===== config.mk =====
export PLATFORM = sky130hd
export DESIGN_NAME = vend_dispense_ctrl
export DESIGN_NICKNAME = d
export VERILOG_FILES = /design/src/rtl/vend_dispense_ctrl.sv
export SDC_FILE = /design/constraint.sdc
export NUM_CORES = 1
export LEC_CHECK = 0
export BUFFER_PORTS_ARGS = -buffer_cell sky130_fd_sc_hd__buf_2
export CAP_MARGIN = 20
export CORE_MARGIN = 2
export CORE_UTILIZATION = 25
export DETAILED_ROUTE_END_ITERATION = 7
export GPL_TIMING_DRIVEN = 0
export PLACE_DENSITY_LB_ADDON = 0.15
export SYNTH_ARGS = -nofsm -noshare
export SYNTH_HDL_FRONTEND = slang
export SYNTH_SLANG_ARGS = --single-unit

===== constraint.sdc =====
create_clock -name i_clk -period 6.4 [get_ports i_clk]
set_input_delay 1.28 -clock i_clk [delete_from_list [all_inputs] [get_ports i_clk]]
set_output_delay 1.28 -clock i_clk [all_outputs]
set_load 0.02 [all_outputs]

===== src/rtl/vend_dispense_ctrl.sv =====
// Dispense sequencer: drives the soda dispenser handshake, then pays out change
// through the nickel/dime hoppers, trapping timeouts and illegal codes in FAULT.
module vend_dispense_ctrl #(
  parameter int ACK_TIMEOUT = 64,
  parameter int GAP_CYCLES  = 2,
  parameter int CNT_W       = 16
) (
  input  logic             i_clk,
  input  logic             i_rstn,
  input  logic             i_soda,
  input  logic [2:0]       i_change,
  output logic             o_coin_inhibit,
  output logic             o_vend_req,
  input  logic             i_vend_ack,
  output logic             o_nickel_req,
  output logic             o_dime_req,
  input  logic             i_hopper_ack,
  input  logic             i_dime_empty,
  output logic             o_done,
  output logic             o_fault,
  output logic [1:0]       o_fault_code,
  input  logic             i_fault_clr,
  output logic             o_overrun,
  output logic [CNT_W-1:0] o_vend_count
);

  typedef enum logic [2:0] {
    S_IDLE,
    S_VEND,
    S_COIN_REQ,
    S_COIN_GAP,
    S_FAULT
  } state_e;

  localparam logic [1:0] FC_NONE     = 2'd0;
  localparam logic [1:0] FC_ILLEGAL  = 2'd1;
  localparam logic [1:0] FC_VEND_TMO = 2'd2;
  localparam logic [1:0] FC_HOP_TMO  = 2'd3;

  localparam int TMO_W = (ACK_TIMEOUT > 2) ? $clog2(ACK_TIMEOUT) : 1;
  localparam logic [TMO_W-1:0] TMO_LAST = TMO_W'(ACK_TIMEOUT - 1);
  localparam int GAP_W = (GAP_CYCLES > 2) ? $clog2(GAP_CYCLES) : 1;
  localparam logic [GAP_W-1:0] GAP_LAST = GAP_W'((GAP_CYCLES > 0) ? GAP_CYCLES - 1 : 0);

  state_e             state_q, state_d;
  logic [4:0]         remaining_q, remaining_d;
  logic [TMO_W-1:0]   tmo_q, tmo_d;
  logic [GAP_W-1:0]   gap_q, gap_d;
  logic               dime_sel_q, dime_sel_d;
  logic               inhibit_d, vend_req_d, nickel_req_d, dime_req_d, done_d;
  logic               fault_d, overrun_d;
  logic [1:0]         fault_code_d;
  logic [CNT_W-1:0]   count_d;

  logic               start_coin, finish;
  logic [4:0]         coin_rem, rem_after_coin, change_cents;

  // Change code times five, in cents; only codes 0..4 are ever latched.
  assign change_cents   = {i_change, 2'b00} + {2'b00, i_change};
  assign rem_after_coin = remaining_q - (dime_sel_q ? 5'd10 : 5'd5);

  always_comb begin
    // NOTE: every signal written here gets a default first, so no path can infer a latch.
    state_d      = state_q;
    remaining_d  = remaining_q;
    tmo_d        = tmo_q;
    gap_d        = gap_q;
    dime_sel_d   = dime_sel_q;
    fault_d      = o_fault;
    fault_code_d = o_fault_code;
    count_d      = o_vend_count;
    done_d       = 1'b0;
    start_coin   = 1'b0;
    finish       = 1'b0;
    coin_rem     = remaining_q;
    overrun_d    = o_overrun | (i_soda & (state_q != S_IDLE));

    case (state_q)
      S_IDLE: begin
        if (i_soda) begin
          if (i_change <= 3'd4) begin
            remaining_d = change_cents;
            tmo_d       = '0;
            state_d     = S_VEND;
          end else begin
            state_d      = S_FAULT;
            fault_d      = 1'b1;
            fault_code_d = FC_ILLEGAL;
          end
        end
      end
      S_VEND: begin
        if (i_vend_ack) begin
          if (remaining_q == 5'd0) finish = 1'b1;
          else                     start_coin = 1'b1;
        end else if (tmo_q == TMO_LAST) begin
          state_d      = S_FAULT;
          fault_d      = 1'b1;
          fault_code_d = FC_VEND_TMO;
        end else begin
          tmo_d = tmo_q + TMO_W'(1);
        end
      end
      S_COIN_REQ: begin
        if (i_hopper_ack) begin
          remaining_d = rem_after_coin;
          if (rem_after_coin == 5'd0) begin
            finish = 1'b1;
          end else if (GAP_CYCLES == 0) begin
            start_coin = 1'b1;
            coin_rem   = rem_after_coin;
          end else begin
            gap_d   = '0;
            state_d = S_COIN_GAP;
          end
        end else if (tmo_q == TMO_LAST) begin
          state_d      = S_FAULT;
          fault_d      = 1'b1;
          fault_code_d = FC_HOP_TMO;
        end else begin
          tmo_d = tmo_q + TMO_W'(1);
        end
      end
      S_COIN_GAP: begin
        if (gap_q == GAP_LAST) start_coin = 1'b1;
        else                   gap_d = gap_q + GAP_W'(1);
      end
      S_FAULT: begin
        if (i_fault_clr) begin
          state_d      = S_IDLE;
          fault_d      = 1'b0;
          fault_code_d = FC_NONE;
          remaining_d  = 5'd0;
        end
      end
      default: state_d = S_IDLE;
    endcase

    if (finish) begin
      state_d = S_IDLE;
      done_d  = 1'b1;
      count_d = o_vend_count + CNT_W'(1);
    end
    // Coin choice is frozen at request entry; later i_dime_empty changes are ignored.
    if (start_coin) begin
      state_d    = S_COIN_REQ;
      tmo_d      = '0;
      dime_sel_d = (coin_rem >= 5'd10) && !i_dime_empty;
    end

    inhibit_d    = (state_d != S_IDLE);
    vend_req_d   = (state_d == S_VEND);
    nickel_req_d = (state_d == S_COIN_REQ) && !dime_sel_d;
    dime_req_d   = (state_d == S_COIN_REQ) && dime_sel_d;
  end

  // NOTE: sequential state uses non-blocking assignments so every register samples pre-edge values.
  always_ff @(posedge i_clk or negedge i_rstn) begin
    if (!i_rstn) begin
      state_q        <= S_IDLE;
      remaining_q    <= 5'd0;
      tmo_q          <= '0;
      gap_q          <= '0;
      dime_sel_q     <= 1'b0;
      o_coin_inhibit <= 1'b0;
      o_vend_req     <= 1'b0;
      o_nickel_req   <= 1'b0;
      o_dime_req     <= 1'b0;
      o_done         <= 1'b0;
      o_fault        <= 1'b0;
      o_fault_code   <= FC_NONE;
      o_overrun      <= 1'b0;
      o_vend_count   <= '0;
    end else begin
      state_q        <= state_d;
      remaining_q    <= remaining_d;
      tmo_q          <= tmo_d;
      gap_q          <= gap_d;
      dime_sel_q     <= dime_sel_d;
      o_coin_inhibit <= inhibit_d;
      o_vend_req     <= vend_req_d;
      o_nickel_req   <= nickel_req_d;
      o_dime_req     <= dime_req_d;
      o_done         <= done_d;
      o_fault        <= fault_d;
      o_fault_code   <= fault_code_d;
      o_overrun      <= overrun_d;
      o_vend_count   <= count_d;
    end
  end

endmodule


==> results.json <==
{
  "swShare_pct": 42.9,
  "reg2reg_from": "dime_sel_q$_DFF_PN0_",
  "timing.final.ws_setup_ps": 3320,
  "skew_ps": 6.93,
  "fmax_ghz": 0.325,
  "synth.mux.area_fraction_pct": 1.45,
  "synth_nets": 261,
  "path_depth": 7,
  "vias": 1891,
  "maxSlewViolCount": 0,
  "core_area_um2": 9150,
  "power.density_nw_per_um2": 412,
  "grt-ovfl-total": 0,
  "synth_fa_ha_area_share_pct": 5.16,
  "fillCellCount": 973,
  "post_cts_buffers": 0,
  "drc_errors": 0,
  "clock-sinks": 41,
  "seq_power_share_pct": 31.4,
  "path_class": "in -> reg",
  "synth_area_per_cell_um2": 9.63,
  "clock_power_share_pct": 19.8,
  "crit_path_end": "tmo_q[3]$_DFFE_PN0P_",
  "period_share_pct": 48.1,
  "cts_hold_buffers": 0,
  "cp_cell_sequence": "buf_2 -> o21ai_0 -> a31oi_1 -> a2111oi_0 -> nor2_1 -> or2_2 -> o31ai_1",
  "ys.warnings.count": 0,
  "syn_inst": 242,
  "r2r_end": "o_vend_count[1]$_DFFE_PN0P_",
  "synth-xor-area-share_pct": 7.14,
  "netlist_area_um2": 2330,
  "grt_use_total_pct": 12.5,
  "layout-drive-gt1-share_pct": 21.4,
  "tightestPinTransition_ps": 579,
  "setup_tns_ps": 0,
  "drv_cap": 0,
  "wire_per_inst_um": 15.0,
  "postCtsResizedCells": 0,
  "synth_edf_count": 0,
  "synth_top_family_by_area": "compound AO/OA/AOI/OAI gates",
  "r2r_slack_ps": 3430,
  "slowest_stage": "o21ai_0",
  "crit_arrival_ps": 3290,
  "period_needed_ps": 3080,
  "yosysSeqAreaShare_pct": 44.0,
  "clock_latency_ps": 300,
  "critPathMaxFanout": 10,
  "dieWidth_um": 101,
  "hold_violations": 0,
  "p_int_mw": 0.654,
  "drt_iter0_markers": 91,
  "ys_types": 54,
  "total_power_mw": 1.14,
  "cts_tree": "yes",
  "grt_max_degree": 42,
  "n_antenna_cell": 0,
  "crit_buf_inv": 1,
  "io_buffers": 34,
  "dp_cells": 387,
  "pre_cts_slack_ps": 3040,
  "setup_viol": 0,
  "rows": 35,
  "antenna_found_initial": 0,
  "die_y_um": 101,
  "end_kind": "register",
  "htree_levels": 2,
  "place_congestion": 0.853,
  "final_cells": 396,
  "final_cell_mix": "41 x dfrtp_1, 37 x buf_2, 24 x nand2_1",
  "fin_util_pct": 30.4,
  "rsz0062_at_grt": "no",
  "ant_nets": 0,
  "vdd_drop_max_v": 0.000120,
  "grt_first_pass_wirelength_um": 9780,
  "dp_hpwl_um": 4270,
  "cpPeakStageDelay_ps": 480,
  "root_buffer": "clkbuf_8",
  "max-slew-margin-rel_pct": 61.0,
  "rr_worst_depth": 9,
  "firstDrtPassIters": 4,
  "worst_ep_required_time_ps": 6610,
  "power_switching_mw": 0.490,
  "hold_class": "reg -> reg",
  "wirelength_um": 5950,
  "ys_ff_latch": 41,
  "areaGrowthSynthToFinish_pct": 19.3,
  "max-clock-path-buffers": 2,
  "layout_commonest_cell": "dfrtp_1",
  "crit_start": "i_change[0]",
  "dieArea_um2": 10100,
  "boundaryPins": 35,
  "synthFlopType": "dfrtp_1",
  "vias_per_cell": 4.78,
  "p_comb_share_pct": 48.8,
  "fin_nets": 303,
  "synth_simple_gate_area_share_pct": 18.5,
  "grt_pass1_vias": 1857,
  "synth_compound_area_share_pct": 20.1,
  "leakage_nw": 1.30,
  "path_clk_slew_ps": 80,
  "numCtsBuffers": 5,
  "start_util_pct": 25.5,
  "critPathTopFamily": "compound AO/OA/AOI/OAI gates",
  "ys_async_sr_fraction_pct": 100,
  "status": "finished clean",
  "crit_path_start_kind": "input port"
}
flip-flops by register name, indices dropped and copies added, names as in the netlist:
signal,cells
o_overrun,1
o_dime_req,1
o_nickel_req,1
coin_rem,5
tmo_q,6
state_q,3
dime_sel_q,1
gap_q,1
o_vend_count,16
o_vend_req,1
o_coin_inhibit,1
o_done,1
o_fault,1
o_fault_code,2
Yosys cell counts, types with 4 or more instances:
library cell,count,area share [%]
ha_1,8,4.3
nand4_1,7,1.9
o21ai_0,16,3.4
o31ai_1,5,1.6
nor2b_1,4,1.1
a21oi_1,12,2.6
a211oi_1,7,2.3
nand3_1,6,1.3
dfrtp_1,41,44
nand2b_1,5,1.3
xor2_1,11,4.1
xnor2_1,8,3.0
o22ai_1,4,1.1
nor2_1,16,2.6
inv_1,11,1.8
nand2_1,24,3.9
layout make-up:
type                    instances  area (um^2)  area share (%)
flip-flops and latches         41         1030            36.9
multi-input cells             182         1220            43.9
repair buffers                 35          190            6.84
clock buffers                   6         82.6            2.97
clock inverters                 2         37.5            1.35
inverters                      12         45.0            1.62
well taps                     111          139            5.00
plain buffers                   7         37.5            1.35
kinds of logic (layout without fill, tap and decap cells):
family | Yosys count | in the layout
xor gates and xnor gates | 19 | 19
DFF | 41 | 41
buffers and inverters | 19 | 62
adders and majority gates | 9 | 9
and+or+nand+nor | 84 | 84
AOI/OAI and AO/OA | 67 | 67
muxes | 3 | 3
metal layers:
layer | track usage [%] | share of wire [%] | vias to the layer above
met5 | 0 | 0 | -
li1 | - | - | 955
met4 | 4.32 | 1.5 | 0
met3 | 2.57 | 3.0 | 7
met1 | 17.7 | 50 | 903
met2 | 18.8 | 46 | 26
worst min path at each step:
stage / from / to / depth (start not counted)
finish: o_overrun$_DFF_PN0_ / o_overrun$_DFF_PN0_ / 1
global route: o_overrun$_DFF_PN0_ / o_overrun$_DFF_PN0_ / 1
CTS: o_overrun$_DFF_PN0_ / o_overrun$_DFF_PN0_ / 1
detailed placement: o_overrun$_DFF_PN0_ / o_overrun$_DFF_PN0_ / 1
global placement: o_overrun$_DFF_PN0_ / o_overrun$_DFF_PN0_ / 1
floorplan: tmo_q[3]$_DFFE_PN0P_ / tmo_q[3]$_DFFE_PN0P_ / 1
stage by stage:
step / cell area, um^2 / hold slack (ps)
6_report: 2780 / 472
5_1_grt: 2780 / 489
4_1_cts: 2760 / 476
3_5_place_dp: 2640 / 451
3_3_place_gp: 2640 / 447
2_1_floorplan: 2330 / 466
power groups by stage:
| stage | registers [mW] | logic (mW) | clock network [mW] |
|---|---|---|---|
| after floorplan | 0.372 | 0.405 | 0 |
| after global placement | 0.366 | 0.559 | 0 |
| after detailed placement | 0.363 | 0.562 | 0 |
| after CTS | 0.360 | 0.566 | 0.238 |
| after global routing | 0.369 | 0.636 | 0.248 |
| final | 0.359 | 0.558 | 0.227 |
No activity file was read; power rests on OpenSTA's default activity.
